`src/rtl/pipe_stall_ctrl.sv`:
```
// Hazard/stall controller for the 5-stage pipeline: memory wait FSM, branch flush, load-use stall, ID forwarding.
// Optional performance counters are enabled by defining PIPE_PERF_CNT_EN.
module pipe_stall_ctrl #(
    parameter int unsigned MEM_TIMEOUT = 64,
    parameter int unsigned CNT_W       = 32
) (
    input  logic       clk,
    input  logic       rst,
    input  logic [4:0] rs,
    input  logic [4:0] rt,
    input  logic       use_rs,
    input  logic       use_rt,
    input  logic       ewreg,
    input  logic       em2reg,
    input  logic [4:0] ern,
    input  logic       mwreg,
    input  logic       mm2reg,
    input  logic       mwmem,
    input  logic [4:0] mrn,
    input  logic       ex_is_cond,
    input  logic       ex_taken,
    input  logic       dmem_ack,
    output logic       dmem_req,
    output logic       pc_we,
    output logic       ifid_we,
    output logic       ifid_flush,
    output logic       de_we,
    output logic       de_bubble,
    output logic       em_we,
    output logic       mw_bubble,
    output logic [1:0] fwda,
    output logic [1:0] fwdb,
    output logic       mem_fault
`ifdef PIPE_PERF_CNT_EN
    ,
    output logic [CNT_W-1:0] stall_cnt,
    output logic [CNT_W-1:0] flush_cnt,
    output logic [CNT_W-1:0] memwait_cnt
`endif
);

    typedef enum logic [1:0] {IDLE, MEM_WAIT, FAULT} state_t;

    localparam logic [7:0] TIMEOUT = 8'(MEM_TIMEOUT);

    if (CNT_W < 1 || MEM_TIMEOUT < 2 || MEM_TIMEOUT > 255) begin : g_param_check
        $error("pipe_stall_ctrl: MEM_TIMEOUT must be 2..255 and CNT_W >= 1");
    end

    state_t     state;
    logic [7:0] wait_cnt;
    logic       mem_acc;
    logic       freeze;
    logic       branch;
    logic       load_use;

    function automatic logic [1:0] fwd_sel(input logic [4:0] r);
        if (ewreg && !em2reg && ern != 5'd0 && ern == r)
            return 2'd1;
        else if (mwreg && mm2reg && mrn != 5'd0 && mrn == r)
            return 2'd3;
        else if (mwreg && mrn != 5'd0 && mrn == r)
            return 2'd2;
        else
            return 2'd0;
    endfunction

    always_comb begin
        mem_acc  = mwmem | mm2reg;
        branch   = ex_is_cond & ex_taken;
        load_use = ewreg & em2reg & (ern != 5'd0) &
                   ((use_rs & (ern == rs)) | (use_rt & (ern == rt)));
        unique case (state)
            IDLE:     freeze = mem_acc & ~dmem_ack;
            MEM_WAIT: freeze = ~dmem_ack;
            FAULT:    freeze = 1'b1;
            default:  freeze = 1'b1;
        endcase

        dmem_req   = 1'b0;
        pc_we      = 1'b1;
        ifid_we    = 1'b1;
        ifid_flush = 1'b0;
        de_we      = 1'b1;
        de_bubble  = 1'b0;
        em_we      = 1'b1;
        mw_bubble  = 1'b0;
        fwda       = 2'd0;
        fwdb       = 2'd0;

        if (!rst) begin
            dmem_req = mem_acc & (state != FAULT);
            fwda     = fwd_sel(rs);
            fwdb     = fwd_sel(rt);
            // EX is held during a freeze, so flush/load-use wait until it releases.
            if (freeze) begin
                pc_we     = 1'b0;
                ifid_we   = 1'b0;
                de_we     = 1'b0;
                em_we     = 1'b0;
                mw_bubble = 1'b1;
            end else if (branch) begin
                ifid_flush = 1'b1;
                de_bubble  = 1'b1;
            end else if (load_use) begin
                pc_we     = 1'b0;
                ifid_we   = 1'b0;
                de_bubble = 1'b1;
            end
        end
    end

    always_ff @(posedge clk) begin
        if (rst) begin
            state     <= IDLE;
            wait_cnt  <= '0;
            mem_fault <= 1'b0;
        end else begin
            unique case (state)
                IDLE: begin
                    if (mem_acc && !dmem_ack) begin
                        state    <= MEM_WAIT;
                        wait_cnt <= 8'd1;
                    end
                end
                MEM_WAIT: begin
                    if (dmem_ack) begin
                        state    <= IDLE;
                        wait_cnt <= '0;
                    end else if (wait_cnt == TIMEOUT) begin
                        state     <= FAULT;
                        wait_cnt  <= '0;
                        mem_fault <= 1'b1;
                    end else begin
                        wait_cnt <= wait_cnt + 8'd1;
                    end
                end
                FAULT: state <= FAULT;
                default: state <= IDLE;
            endcase
        end
    end

`ifdef PIPE_PERF_CNT_EN
    always_ff @(posedge clk) begin
        if (rst) begin
            stall_cnt   <= '0;
            flush_cnt   <= '0;
            memwait_cnt <= '0;
        end else begin
            if (!pc_we && stall_cnt != '1)
                stall_cnt <= stall_cnt + CNT_W'(1);
            if (ifid_flush && flush_cnt != '1)
                flush_cnt <= flush_cnt + CNT_W'(1);
            if (state == MEM_WAIT && memwait_cnt != '1)
                memwait_cnt <= memwait_cnt + CNT_W'(1);
        end
    end
`endif

endmodule
```
`config.mk`:
```
export PLATFORM = sky130hd
export DESIGN_NAME = pipe_stall_ctrl
export DESIGN_NICKNAME = d
export VERILOG_FILES = /design/src/rtl/pipe_stall_ctrl.sv
export SDC_FILE = /design/constraint.sdc
export NUM_CORES = 1
export LEC_CHECK = 0
export ABC_AREA = 1
export BUFFER_PORTS_ARGS = -buffer_cell sky130_fd_sc_hd__buf_2
export CORE_MARGIN = 4
export CORE_UTILIZATION = 51
export CTS_CLUSTER_SIZE = 8
export DETAILED_ROUTE_END_ITERATION = 12
export HOLD_SLACK_MARGIN = 0.03
export PLACE_DENSITY = 0.95
export SLEW_MARGIN = 0
export SYNTH_ARGS = -nofsm -noshare
export SYNTH_HDL_FRONTEND = slang
export SYNTH_SLANG_ARGS = --single-unit
```
`constraint.sdc`:
```
create_clock -name clk -period 2.3 [get_ports clk]
set_input_delay 0.115 -clock clk [delete_from_list [all_inputs] [get_ports clk]]
set_output_delay 0.115 -clock clk [all_outputs]
set_load 0.01 [all_outputs]
```
==> After elaboration in Yosys (flattened, before gate mapping) <==
Cells that the tools add are included.
{ "word_totals": {"ff_bits": 11, "input_bits": 32, "out_inout_bits": 13, "wordCells": 79} }
{ "classes": {"add_sub_neg": 1, "eq_ne": 10, "muxes": 33, "bitwise": 11, "reduce_logical": 21} }
{ "op_table": {"columns": ["operator", "n"], "rows": [
  ["2-to-1 mux 8 bit", 3],
  ["2-to-1 mux 2 bit", 11],
  ["equality test 5 bit", 4],
  ["2-to-1 mux 1 bit", 16],
  ["case mux 8 bit (2 select lines)", 1],
  ["logical AND 1 bit", 12],
  ["nonzero test 5 bit", 2],
  ["adder 8 x 1 -> 8 bit, second input constant", 1],
  ["AND 1 bit", 8],
  ["equality test 8 x 7 -> 1 bit, second input constant", 1],
  ["case mux 2 bit (3 select lines)", 1],
  ["!= test 2 bit, second input constant", 2],
  ["AND reduction 2 bit", 2],
  ["!= test 3 bit, second input constant", 1],
  ["AND reduction 3 bit", 1],
  ["equality test 2 x 1 -> 1 bit, second input constant", 1],
  ["equality test 2 bit, second input constant", 1],
  ["logical NOT 1 bit", 2],
  ["logical NOT 2 bit", 1],
  ["bitwise OR 1 bit", 2],
  ["case mux 1 bit (2 select lines)", 1],
  ["nonzero test 2 bit", 1],
  ["inverter 1 bit", 1]
]} }

==> Logic depth before layout (Yosys ltp) <==
{ "logic_depth": {"word_depth": 8, "mapped_depth": 10, "mapped_depth_nobuf": 9} }

==> Worst setup path after synthesis <==
OpenSTA, ideal clock, no wires.
{ "synth_path": {"kind": "register -> output", "startpoint": "register state[1]", "endpoint": "output em_we", "arrival_time_ns": 1.123, "required_ns": 2.185, "path_slack_ns": 1.062, "stages_incl_launch_ff": 8, "n_path_buf": 1, "path_cell_list": "dfxtp_1 inv_2 nand3_1 nand3_1 inv_1 nor2_1 inv_2 buf_4"} }
{ "synth_between": {"elab_chain_len": 4} }
{ "synth_rtl": {"columns": ["item", "line_no", "source"], "rows": [
  ["start: declaration", "50", "state_t state;"],
  ["start signal: assignment", "115", "state <= IDLE;"],
  ["start signal: assignment", "122", "state <= MEM_WAIT;"],
  ["start signal: assignment", "128", "state <= IDLE;"],
  ["equality test 2 x 1 -> 1 bit / logical NOT 2 bit (equally long branches)", "73", "unique case (state)"],
  ["case mux 1 bit (2 select lines) *", "73", null],
  ["2-to-1 mux 1 bit * (2 in a row)", null, null],
  ["end: declaration", "29", "output logic em_we,"]
]} }
Mark *: on every way between the ends. The rest lies on a longest branch, timed or not.

==> Final worst setup path <==
{ "layout_path": {"startpoint": "register state[1]", "endpoint": "output pc_we"} }
{ "layout_between": {"elab_chain_len": 4} }
{ "layout_rtl": {"columns": ["item", "line_no", "source"], "rows": [
  ["equality test 2 x 1 -> 1 bit / logical NOT 2 bit (equally long branches)", "73", null],
  ["case mux 1 bit (2 select lines) *", "73", null],
  ["2-to-1 mux 1 bit *", "96", "if (freeze) begin"],
  ["2-to-1 mux 1 bit *", "91", "if (!rst) begin"],
  ["end: declaration", "24", "output logic pc_we,"]
]} }
Marks and branches as above.

==> metrics.md <==
| Metric | Value |
|---|---|
| Status | completed |
| Switch share | 0.341 |
| Grt total ovfl | 0 |
| WP data required | 2.18 ns |
| Clock Skew | 0.00268 ns |
| Overall power | 0.492 mW |
| CP arrival | 1.35 ns |
| Total CTS buffers | 3 |
| Lkg Pwr | 0.705 nW |
| MaxCap Viol Count | 0 |
| Hold path cells | 2 |
| Largest net degree at the start of global routing | 13 |
| Layout Area Growth over Synthesis | 24.4% |
| Die area | 2900 sq um |
| CP Capture Type | output port |
| Clk pwr share | 0.280 |
| Synthesized instance count | 182 |
| DR vias | 1243 |
| Storage cell area | 220 sq um |
| Initial antenna violation count | 0 |
| Top cell family by delay on the critical path | simple AND/OR/NAND/NOR gates |
| Yosys cell types | 26 |
| #FFs+latches synth | 11 |
| Global route hottest layer | met2 |
| # Post-CTS Setup Buffers | 0 |
| Hold WC Path Type | in -> reg |
| Root Driver | clkbuf_4 |
| Grt met1 use | 0.255 |
| CP bufs+invs | 3 |
| Peak VDD IR | 0.226 mV |
| Sequential power share | 0.401 |
| Proportion of layout cells with a drive suffix above 1 | 0.304 |
| Sequential cell area fraction in the yosys report | 0.205 |
| Combinational share of power | 0.319 |
| Top cell by count, worst path | nand3_1 |
| Final Slew Violations | 0 |
| Core area | 1980 sq um |
| Ys Warns | 0 |
| CTS H-tree depth | 1 |
| Setup CP Type | reg -> out |
| DRT Pass-1 Iters | 4 |
| P_int | 0.324 mW |
| Final setup fails | 0 |
| Cells on worst reg2reg path | 9 |
| Nets | 262 |
| Clk buf depth | 2 |
| Vias in the first global route | 1124 |
| Routed WL | 2800 um |
| Commonest non-fill, non-tap cells in the layout | nand2_1, buf_2, nor2_1, inv_1, nand3_1 |
| Clock Sink Count | 11 |
| CTS tree | yes |
| Reg clk slew, reported paths | 0.07 ns |
| Min cycle time layout | 1.47 ns |
| Worst-path cell chain | inv_2, nand3_1, nand3_1, inv_1, a21oi_1, nand2_1, buf_2 |
| Clock Latency Late Sink | 0.28 ns |
| Slew @ Worst Pin | 0.239 ns |
| CTS Hold Bufs | 0 |
| Average via count per standard cell | 4.89 |
| Die W | 53.9 um |
| Most common cell after layout, fill and taps aside | nand2_1 |
| Placed Instances | 250 |
| Psw | 0.168 mW |
| Synth Cell Area | 1070 sq um |
| Iter 0 DRT Violations | 36 |
| Drt wl/cell | 11.0 um |
| Final ANT Viol Nets | 0 |
| Fin. Hold Viols | 0 |
| Fin cells | 254 |
| Row count | 16 |
| Initial Utilization | 0.542 |
| Post-DP HPWL | 2400 um |
| First-pass GRT wire length | 4620 um |
| Setup repair after global routing missed its margin | no |
| Tcrit/Tclk final | 0.639 |
| Multi-input gate area in the final layout | 726 sq um |
| Max-slew headroom | 0.840 |
| Gr usage total | 0.218 |
| Critical Path Stages | 7 |
| Ant diodes | 0 |
| Post-Syn Nets | 216 |
| Max Clk Rate | 681 MHz |
| DRC errors left | 0 |
| Met2 global-route usage | 0.381 |
| CTS resizes | 0 |
| Delay of the slowest critical-path stage | 0.31 ns |
| Final TNS setup | 0 ns |
| GR Util met3 | 0.0665 |
| PwrDens | 369 nW/um^2 |
| Fill cells | 174 |
| Die extent in y | 53.9 um |
| Mean area per synthesized cell | 5.90 sq um |
| Ports | 45 |
| Final GP Congestion | 0.834 |
| Port Buffers | 44 |
| CP Max Fanout | 6 |
| CP max stage cell | dfxtp_1 |
| Startpoint Class | register |
-- layout make-up --
cell class,instances,area share
Tap cell,27,0.0253
Inverter,29,0.0815
Timing Repair Buffer,44,0.165
Sequential cell,11,0.165
Clock buffer,4,0.0197
Multi-Input combinational cell,139,0.544
-- cell families after synthesis --
| group | after synthesis | synth area share |
|---|---|---|
| simple gates | 114 | 0.495 |
| xor+xnor | 13 | 0.106 |
| fa+ha+maj | 2 | 0.0233 |
| compound gates | 10 | 0.0513 |
| flops | 11 | 0.205 |
| buf+inv | 32 | 0.119 |
-- per-layer routing --
metal / wire [um] / vias to the layer above
li1: - / 655
met3: 162 / 2
met4: 8 / 0
met2: 1420 / 33
met5: 0 / -
met1: 1200 / 553
-- synth_stat cells --
master	count	area [sq um]
nor2_1	30	113
ha_1	2	25.0
clkbuf_1	1	3.75
a31oi_1	1	6.26
dfxtp_1	11	220
nor2_2	2	12.5
o21ai_1	1	5.00
a21oi_1	6	30.0
nor3_2	3	30.0
nand2_2	3	18.8
nand3_1	14	70.1
nand4_1	4	25.0
nand2_1	45	169
nor3b_1	1	7.51
nand2_4	2	22.5
a21oi_2	1	8.76
xor2_1	8	70.1
nor2_4	1	11.3
xnor2_1	5	43.8
o21ai_0	1	5.00
buf_4	2	15.0
nand3b_1	1	7.51
inv_1	20	75.1
inv_2	9	33.8
nand3_2	1	10.0
nor3_1	7	35.0
-- path summary, 6_finish.rpt --
check	from	to	slack, ns
hold / removal	rst	wait_cnt[1]$_SDFFE_PP0P_	0.16
hold reg to reg	mem_fault$_SDFFE_PP0P_	mem_fault$_SDFFE_PP0P_	0.50
setup / recovery	state[1]$_SDFFE_PP0P_	pc_we	0.83
setup reg to reg	wait_cnt[0]$_SDFFE_PP0P_	wait_cnt[4]$_SDFFE_PP0P_	0.90
-- flip-flops by register name, indices dropped and copies added (netlist names) --
register,flops
state,2
wait_cnt,8
mem_fault,1
-- power groups by stage --
| stage | clock, mW | sequential, mW | combinational [mW] |
|---|---|---|---|
| final | 0.138 | 0.198 | 0.157 |
| after global routing | 0.155 | 0.198 | 0.175 |
| after CTS | 0.140 | 0.198 | 0.157 |
| after detailed placement | 0 | 0.202 | 0.156 |
| after global placement | 0 | 0.202 | 0.151 |
| after floorplan | 0 | 0.201 | 0.0942 |
-- stage by stage --
| stage | worst slack (ns) | hold slack [ns] | util | area, sq um |
|---|---|---|---|---|
| 2_1_floorplan | 1.06 | 0.317 | - | 1070 |
| 3_3_place_gp | 1.03 | 0.437 | 0.660 | 1310 |
| 3_5_place_dp | 0.944 | 0.442 | 0.660 | 1310 |
| 4_1_cts | 0.826 | 0.151 | 0.674 | 1340 |
| 5_1_grt | 0.685 | 0.159 | 0.674 | 1340 |
| 6_report | 0.831 | 0.160 | 0.674 | 1340 |
No activity file was read; power rests on OpenSTA's default activity.
